--- config.mk ---
export PLATFORM = sky130hd
export DESIGN_NAME = mc_control_unit
export DESIGN_NICKNAME = d
export VERILOG_FILES = /design/src/rtl/mc_control_unit.sv
export SDC_FILE = /design/constraint.sdc
export NUM_CORES = 1
export LEC_CHECK = 0
export BUFFER_PORTS_ARGS = -buffer_cell sky130_fd_sc_hd__buf_2
export CAP_MARGIN = 20
export CELL_PAD_IN_SITES_DETAIL_PLACEMENT = 1
export CELL_PAD_IN_SITES_GLOBAL_PLACEMENT = 1
export CORE_MARGIN = 5
export CORE_UTILIZATION = 32
export CTS_BUF_LIST = sky130_fd_sc_hd__clkbuf_4 sky130_fd_sc_hd__clkbuf_8
export DETAILED_ROUTE_END_ITERATION = 8
export PLACE_DENSITY = 0.85
export RECOVER_POWER = 25
export SLEW_MARGIN = 20
export SYNTH_ARGS = -nofsm -noshare
export SYNTH_HDL_FRONTEND = slang
export SYNTH_SLANG_ARGS = --single-unit
--- constraint.sdc ---
create_clock -name clk -period 2.5 [get_ports clk]
set_input_delay 0.5 -clock clk [delete_from_list [all_inputs] [get_ports clk]]
set_output_delay 0.5 -clock clk [all_outputs]
set_load 0.01 [all_outputs]
--- src/rtl/mc_control_unit.sv ---
// Multicycle control unit: Moore-style sequencer for a 16-bit multicycle datapath.
// Decodes opcode/funct into datapath controls, one micro-step per clock.
module mc_control_unit #(
  parameter int STATE_W = 4
) (
  input  logic               clk,
  input  logic               rst,
  input  logic [3:0]         opcode,
  input  logic [2:0]         funct,
  input  logic               zero,
  output logic               PCEn,
  output logic               IorD,
  output logic               MemWrite,
  output logic               IRWrite,
  output logic               RegDst,
  output logic               MemtoReg,
  output logic               RegWrite,
  output logic               ALUSrcA,
  output logic [1:0]         ALUSrcB,
  output logic [2:0]         ALUControl,
  output logic               PCSrc,
  output logic [STATE_W-1:0] state,
  output logic               instr_done,
  output logic               illegal_op
);

  typedef enum logic [3:0] {
    S_FETCH  = 4'd0,
    S_DECODE = 4'd1,
    S_MEMADR = 4'd2,
    S_MEMRD  = 4'd3,
    S_MEMWB  = 4'd4,
    S_MEMWR  = 4'd5,
    S_EXEC   = 4'd6,
    S_ALUWB  = 4'd7,
    S_BRANCH = 4'd8,
    S_ADDIEX = 4'd9,
    S_ADDIWB = 4'd10
  } state_e;

  localparam logic [3:0] OP_RTYPE = 4'b0000;
  localparam logic [3:0] OP_ADDI  = 4'b0001;
  localparam logic [3:0] OP_LW    = 4'b0010;
  localparam logic [3:0] OP_SW    = 4'b0011;
  localparam logic [3:0] OP_BEQ   = 4'b0100;

  localparam logic [2:0] ALU_ADD = 3'b010;
  localparam logic [2:0] ALU_SUB = 3'b110;
  localparam logic [2:0] ALU_AND = 3'b000;
  localparam logic [2:0] ALU_OR  = 3'b001;
  localparam logic [2:0] ALU_SLT = 3'b111;

  localparam logic [1:0] SRCB_REG    = 2'b00;
  localparam logic [1:0] SRCB_ONE    = 2'b01;
  localparam logic [1:0] SRCB_IMM    = 2'b10;
  localparam logic [1:0] SRCB_BRANCH = 2'b11;

  state_e state_q, state_d;
  state_e dec_state;
  logic   pc_write;
  logic   branch;

  // ---------------------------------------------------------------------------
  // State register
  // ---------------------------------------------------------------------------
  // NOTE: sequential state uses non-blocking assignment so every flop samples
  // pre-edge values; blocking here would create ordering-dependent races.
  always_ff @(posedge clk) begin
    if (rst) begin
      state_q <= S_FETCH;
    end else begin
      state_q <= state_d;
    end
  end

  // ---------------------------------------------------------------------------
  // Next-state logic; opcode only matters in DECODE and MEMADR
  // ---------------------------------------------------------------------------
  // NOTE: state_d gets a default before the case so no path leaves it
  // unassigned, which would otherwise infer a latch.
  always_comb begin
    state_d = S_FETCH;
    case (state_q)
      S_FETCH:  state_d = S_DECODE;
      S_DECODE: begin
        case (opcode)
          OP_RTYPE: state_d = S_EXEC;
          OP_ADDI:  state_d = S_ADDIEX;
          OP_LW,
          OP_SW:    state_d = S_MEMADR;
          OP_BEQ:   state_d = S_BRANCH;
          default:  state_d = S_FETCH;
        endcase
      end
      S_MEMADR: state_d = (opcode == OP_SW) ? S_MEMWR : S_MEMRD;
      S_MEMRD:  state_d = S_MEMWB;
      S_EXEC:   state_d = S_ALUWB;
      S_ADDIEX: state_d = S_ADDIWB;
      S_MEMWB,
      S_MEMWR,
      S_ALUWB,
      S_BRANCH,
      S_ADDIWB: state_d = S_FETCH;
      default:  state_d = S_FETCH;
    endcase
  end

  // While reset is held the decoder presents FETCH so the datapath muxes
  // already point at the PC; the strobes are masked further below.
  always_comb begin
    dec_state = rst ? S_FETCH : state_q;
  end

  // ---------------------------------------------------------------------------
  // Output decode
  // ---------------------------------------------------------------------------
  always_comb begin
    pc_write   = 1'b0;
    branch     = 1'b0;
    IorD       = 1'b0;
    MemWrite   = 1'b0;
    IRWrite    = 1'b0;
    RegDst     = 1'b0;
    MemtoReg   = 1'b0;
    RegWrite   = 1'b0;
    ALUSrcA    = 1'b0;
    ALUSrcB    = SRCB_REG;
    ALUControl = ALU_ADD;
    PCSrc      = 1'b0;
    instr_done = 1'b0;
    illegal_op = 1'b0;

    case (dec_state)
      S_FETCH: begin
        IRWrite  = 1'b1;
        ALUSrcB  = SRCB_ONE;
        pc_write = 1'b1;
      end
      S_DECODE: begin
        // Branch target is precomputed here and parked in ALUOut.
        ALUSrcB = SRCB_BRANCH;
        case (opcode)
          OP_RTYPE, OP_ADDI, OP_LW, OP_SW, OP_BEQ: illegal_op = 1'b0;
          default:                                 illegal_op = 1'b1;
        endcase
      end
      S_MEMADR, S_ADDIEX: begin
        ALUSrcA = 1'b1;
        ALUSrcB = SRCB_IMM;
      end
      S_MEMRD: begin
        IorD = 1'b1;
      end
      S_MEMWR: begin
        IorD       = 1'b1;
        MemWrite   = 1'b1;
        instr_done = 1'b1;
      end
      S_MEMWB: begin
        MemtoReg   = 1'b1;
        RegWrite   = 1'b1;
        instr_done = 1'b1;
      end
      S_ADDIWB: begin
        RegWrite   = 1'b1;
        instr_done = 1'b1;
      end
      S_ALUWB: begin
        RegDst     = 1'b1;
        RegWrite   = 1'b1;
        instr_done = 1'b1;
      end
      S_EXEC: begin
        ALUSrcA = 1'b1;
        case (funct)
          3'b000:  ALUControl = ALU_ADD;
          3'b001:  ALUControl = ALU_SUB;
          3'b010:  ALUControl = ALU_AND;
          3'b011:  ALUControl = ALU_OR;
          3'b100:  ALUControl = ALU_SLT;
          default: ALUControl = ALU_ADD;
        endcase
      end
      S_BRANCH: begin
        ALUSrcA    = 1'b1;
        ALUControl = ALU_SUB;
        PCSrc      = 1'b1;
        branch     = 1'b1;
        instr_done = 1'b1;
      end
      default: begin
        pc_write = 1'b0;
      end
    endcase

    PCEn = pc_write | (branch & zero);

    if (rst) begin
      PCEn       = 1'b0;
      IRWrite    = 1'b0;
      MemWrite   = 1'b0;
      RegWrite   = 1'b0;
      instr_done = 1'b0;
      illegal_op = 1'b0;
    end
  end

  assign state = state_q;

endmodule
# [After elaboration in Yosys (flattened, before gate mapping)]
# Cells that the tools add are included.
[classes] shift=0 n_mul=0 bitwise=2 div_mod_pow=0 reduce_logical=10 muxes=24 addsub=0 order_cmp=0 eq_ne=23
[ops] operator="$eq A4 B2 Y1 const B" n=6
[ops] operator="$eq A4 B3 Y1 const B" n=6
[ops] operator="$pmux W4 S6" n=1
[ops] operator="$mux W1" n=17
[ops] operator="$eq A4 B4 Y1 const B" n=4
[ops] operator="$pmux W4 S4" n=1
[ops] operator="$eq A4 B1 Y1 const B" n=3
[ops] operator="$logic_not A4 Y1" n=3
[ops] operator="$pmux W3 S4" n=1
[ops] operator="$reduce_or A5 Y1" n=2
[ops] operator="$eq A3 B2 Y1 const B" n=2
[ops] operator="$pmux W2 S3" n=1
[ops] operator="$pmux W3 S2" n=1
[ops] operator="$reduce_or A2 Y1" n=3
[ops] operator="$mux W4" n=1
[ops] operator="$reduce_or A4 Y1" n=1
[ops] operator="$eq A3 B1 Y1 const B" n=1
[ops] operator="$eq A3 B3 Y1 const B" n=1
[ops] operator="$mux W3" n=1
[ops] operator="$reduce_or A3 Y1" n=1
[ops] operator="$and A1 B1 Y1" n=1
[ops] operator="$or A1 B1 Y1" n=1
[word_totals] output_inout_bits=20 inputBits=10 romBits=0 reg_bits=4 mem_bits_rw=0 memories=0 latch_bits=0 word_cells=60

# [Logic depth before layout (Yosys ltp)]
[depth] word_depth=6 mapped_depth=5 mapped_depth_nobuf=4

# [Worst setup path after synthesis]
# No wires, ideal clock.
[synth_path] path_type="reg-to-output" start="reg state_q[2], in the netlist state[2]" end="out illegal_op" arrival_time_ns=1.450 path_stages_with_launch=4 t_required_ns=2.000 setup_slack_ns=0.550 n_path_buf=1 path_cell_list="dfxtp_1 > buf_2 > or2_2 > a2111oi_0"
[synth_between] elab_chain_len=4
[synth_lines] element="start, declared" line_no="58" source="state_e state_q, state_d;"
[synth_lines] element="start signal, assigned" line_no="72" source="state_q <= state_d;"
[synth_lines] element="$mux W4" line_no="111" source="dec_state = rst ? S_FETCH : state_q;"
[synth_lines] element="$eq A4 B1 Y1" line_no="133" source="case (dec_state)"
[synth_lines] element="$mux W1" line_no="133"
[synth_lines] element="$mux W1" line_no="198" source="if (rst) begin"
[synth_lines] element="end, declared" line_no="24" source="output logic illegal_op"
# No other way between the ends.

# [Worst setup path after layout]
[layout_path] start="reg state_q[0], in the netlist state[0]" end="out PCEn"
[layout_between] elab_chain_len=6 word_cells_on_any_way=8 classes_between="1 x eq/ne; 4 x mux; 2 x bitwise; 1 x reduce/logical"
[layout_lines] element="$mux W4 (*)" line_no="111"
[layout_lines] element="$eq A4 B4 Y1" line_no="133"
[layout_lines] element="$mux W1" line_no="133"
[layout_lines] element="$and A1 B1 Y1" line_no="196" source="PCEn = pc_write | (branch & zero);"
[layout_lines] element="$or A1 B1 Y1 (*)" line_no="196"
[layout_lines] element="$mux W1 (*)" line_no="198"
[layout_lines] element="end, declared" line_no="11" source="output logic PCEn,"
# Mark *: on every way between the ends. The rest lies on a longest branch, timed or not.

==> flow_summary.yaml <==
route:
  top_layer: "met3"
  wirelength_met1_um: 832
  drt-wirelength-per-cell_um: 16.1
  drt_iter0_markers: 6
  postRouteWirelength_um: 1880
  via_cell_ratio: 5.61
  route.met2.wl_um: 994
  drcViolationCount: 0
  dr_total_vias: 656
  route.met3.wl_um: 51
  drt.antenna.violating_nets: 0
  dr.pass1.iters: 2
setup_path:
  critical_path_arrival_ns: 1.61
  setup.reg_to_reg.worst_slack_ns: 0.77
  reg2reg_to: "state[1]"
  crit_type: "reg -> out"
  worst_setup_path_start_kind: "register"
  r2r_start: "state[0]"
  critical_path.max_fanout: 9
  required_ns: 2.00
  setup.worst_path.end_class: "output port"
  timing.reg2reg.worst_path_depth: 4
yosys:
  post_synth_instance_area_um2: 536
  ys_ff_latch: 4
  post_synth_inst_count: 72
  postSynth.asyncResetShare_pct: 0
  postSynthAreaPerCell_um2: 7.44
  synth.top_cells.by_count: "5 x nand2b_1, 5 x nor2_1"
  synth_cell_type_count: 35
  yosysTopAreaCell: "dfxtp_1"
  synth_largest_type_area_fraction_pct: 15.0
  top_cells_by_area_in_the_synthesized_netlist: "dfxtp_1 15%, nand2b_1 5.8%, a2111oi_2 5.6%"
  post_synth_edffs: 0
  yosysWarnings: 0
  synth_ff_type: "dfxtp_1"
  yosysSeqAreaShare_pct: 15.0
  synthesis.nets: 82
clock_network:
  clk_root_buffer_cell: "clkbuf_4"
  clk-insertion-delay-late_ns: 0.23
  cts_max_level: 1
  cts_buffer_depth: 2
  tritoncts.num_buffers: 3
  clkSlewWorstSetupHoldPaths_ns: 0.04
  cts.sink_count: 4
  post-cts-setup-buffers: 0
  tritoncts: "yes"
timing:
  final.setup.tns_ns: 0
  fmax_mhz: 473
  tightest_slew_ns: 0.516
  report.final.hold_viol_count: 0
  relative_slew_slack_pct: 65.2
  period_minus_slack_ns: 2.11
  final.setup_skew_ns: 0.00133
  finalMaxSlewViolations: 0
  grt_setup_unrepaired: "no"
  period_utilization_post_route_pct: 84.6
  whs_ns: 0.634
  setup-violations-final: 0
placed_design:
  placement.io_buffers: 29
  post_placement_cell_area_um2: 693
  final_weighted_congestion_in_routability_driven_placement: 0.782
  hpwl_detailed_um: 1550
power_and_ir_drop:
  fin_total_pwr_mw: 0.239
  power_frac_seq_pct: 31.5
  power.share.clock_pct: 33.1
  vdd_drop_max_v: 0.000202
  power.switching_fraction_pct: 33.9
  power.static_leakage_nw: 0.318
  internal_dissipation_mw: 0.158
  total_switching_power_mw: 0.0812
  power_frac_comb_pct: 35.4
  power_density_mw_per_mm2: 339
finish:
  num_antenna_cells: 0
  drive_gt1_share_pct: 35.6
  postLayoutCellArea_um2: 707
  fillerInstances: 215
  largest_register_ffs: 4
  finish.net_count: 113
  area_growth_syn_to_layout_pct: 32.0
  final_util_pct: 45.9
min_path:
  timing.hold.worst.start: "rst"
  worstHoldPathCells: 2
  worst_hold_path_type: "in -> reg"
  min_to: "state[0]"
global_routing:
  globalRoute.totalOverflow: 0
  groute.usage.overall_pct: 16.0
  global_route_wire_length_before_repair_um: 3340
  maximum_number_of_pins_on_one_net_before_global_route_repair: 15
  first_global_vias: 720
  initial_antenna_violation_count: 0
die:
  die_area_mm2: 0.00259
  io_pins: 30
  die_height_um: 50.9
  rows: 14
  effective_utilization_at_floorplan_pct: 34.7
  die_x_um: 50.9
  area_of_the_core_mm2: 0.00154
status:
  status: "finished, final reports clean"
flow_run:
  drv.max_cap_violation_count: 0
-- metal layers --
| layer | global-route usage [%] | vias up |
|---|---|---|
| li1 | - | 328 |
| met1 | 20.3 | 320 |
| met2 | 27.7 | 8 |
| met3 | 4.65 | 0 |
| met4 | 1.28 | 0 |
| met5 | 0 | - |
-- critical path, stage by stage (launching register included) --
cell and delay, ns:
dfxtp_1 0.44, clkbuf_1 0.32, nor3_1 0.11, nand2_1 0.14
inv_1 0.06, a21o_1 0.17, buf_2 0.13
-- cells in the final DEF (no fill, tap or decap), drive strengths merged, types with 2 or more instances in the layout --
cell type / netlist / layout
inv: 4 / 4
a221oi: 2 / 2
a21o: 2 / 2
nor2b: 4 / 4
a32oi: 2 / 2
nor4b: 2 / 2
buf: 3 / 27
a2111oi: 3 / 3
or3b: 2 / 2
clkbuf: 2 / 7
nor2: 5 / 5
dfxtp: 4 / 4
nor3b: 2 / 2
a21oi: 4 / 4
nand2: 4 / 4
xnor2: 3 / 3
nand2b: 5 / 5
nor3: 2 / 2
o21ai: 4 / 4
-- stage by stage --
step / worst slack, ns / std cells
3_3_place_gp: 0.523 / 114
5_1_grt: 0.147 / 117
3_5_place_dp: 0.418 / 114
6_report: 0.385 / 117
2_1_floorplan: 0.550 / 72
4_1_cts: 0.260 / 117
-- worst max path at each step --
stage                         end  startpoint  depth (start not counted)  slack [ns]
finish                       PCEn    state[0]                          6        0.39
global route        ALUControl[2]    state[2]                          4        0.15
global placement    ALUControl[2]         rst                          5        0.52
CTS                 ALUControl[2]    state[2]                          4        0.26
detailed placement  ALUControl[2]         rst                          5        0.42
floorplan              illegal_op    state[2]                          3        0.55
-- power by group through the flow --
stage	registers (mW)	logic, mW	clock network [mW]
floorplan	0.0735	0.0537	0
global placement	0.0767	0.0844	0
detailed placement	0.0765	0.0884	0
CTS	0.0756	0.0889	0.0828
global route	0.0765	0.0931	0.0897
finish	0.0754	0.0848	0.0792
-- area by class of cell --
class / instances / area, um2 / area share (%)
clock buffers: 3 / 22.5 / 3.19
inverters: 4 / 15.0 / 2.12
multi-input cells: 59 / 417 / 58.9
flip-flops and latches: 4 / 80.1 / 11.3
well taps: 16 / 20.0 / 2.83
repair buffers: 31 / 153 / 21.6
-- cell families after synthesis --
| kind of cell | synth area share [%] |
|---|---|
| buffers and inverters | 7.01 |
| DFF | 15.0 |
| AOI/OAI and AO/OA | 33.2 |
| xor gates and xnor gates | 4.91 |
| and+or+nand+nor | 40.0 |
-- repair_timing --
item | 4_1_cts | 5_1_grt
hold buffers | 0 | 0
endpoints found under the setup margin | 0 | 1
gates resized for setup | 0 | 1
Note: power is estimated with default switching activity, not from simulation.
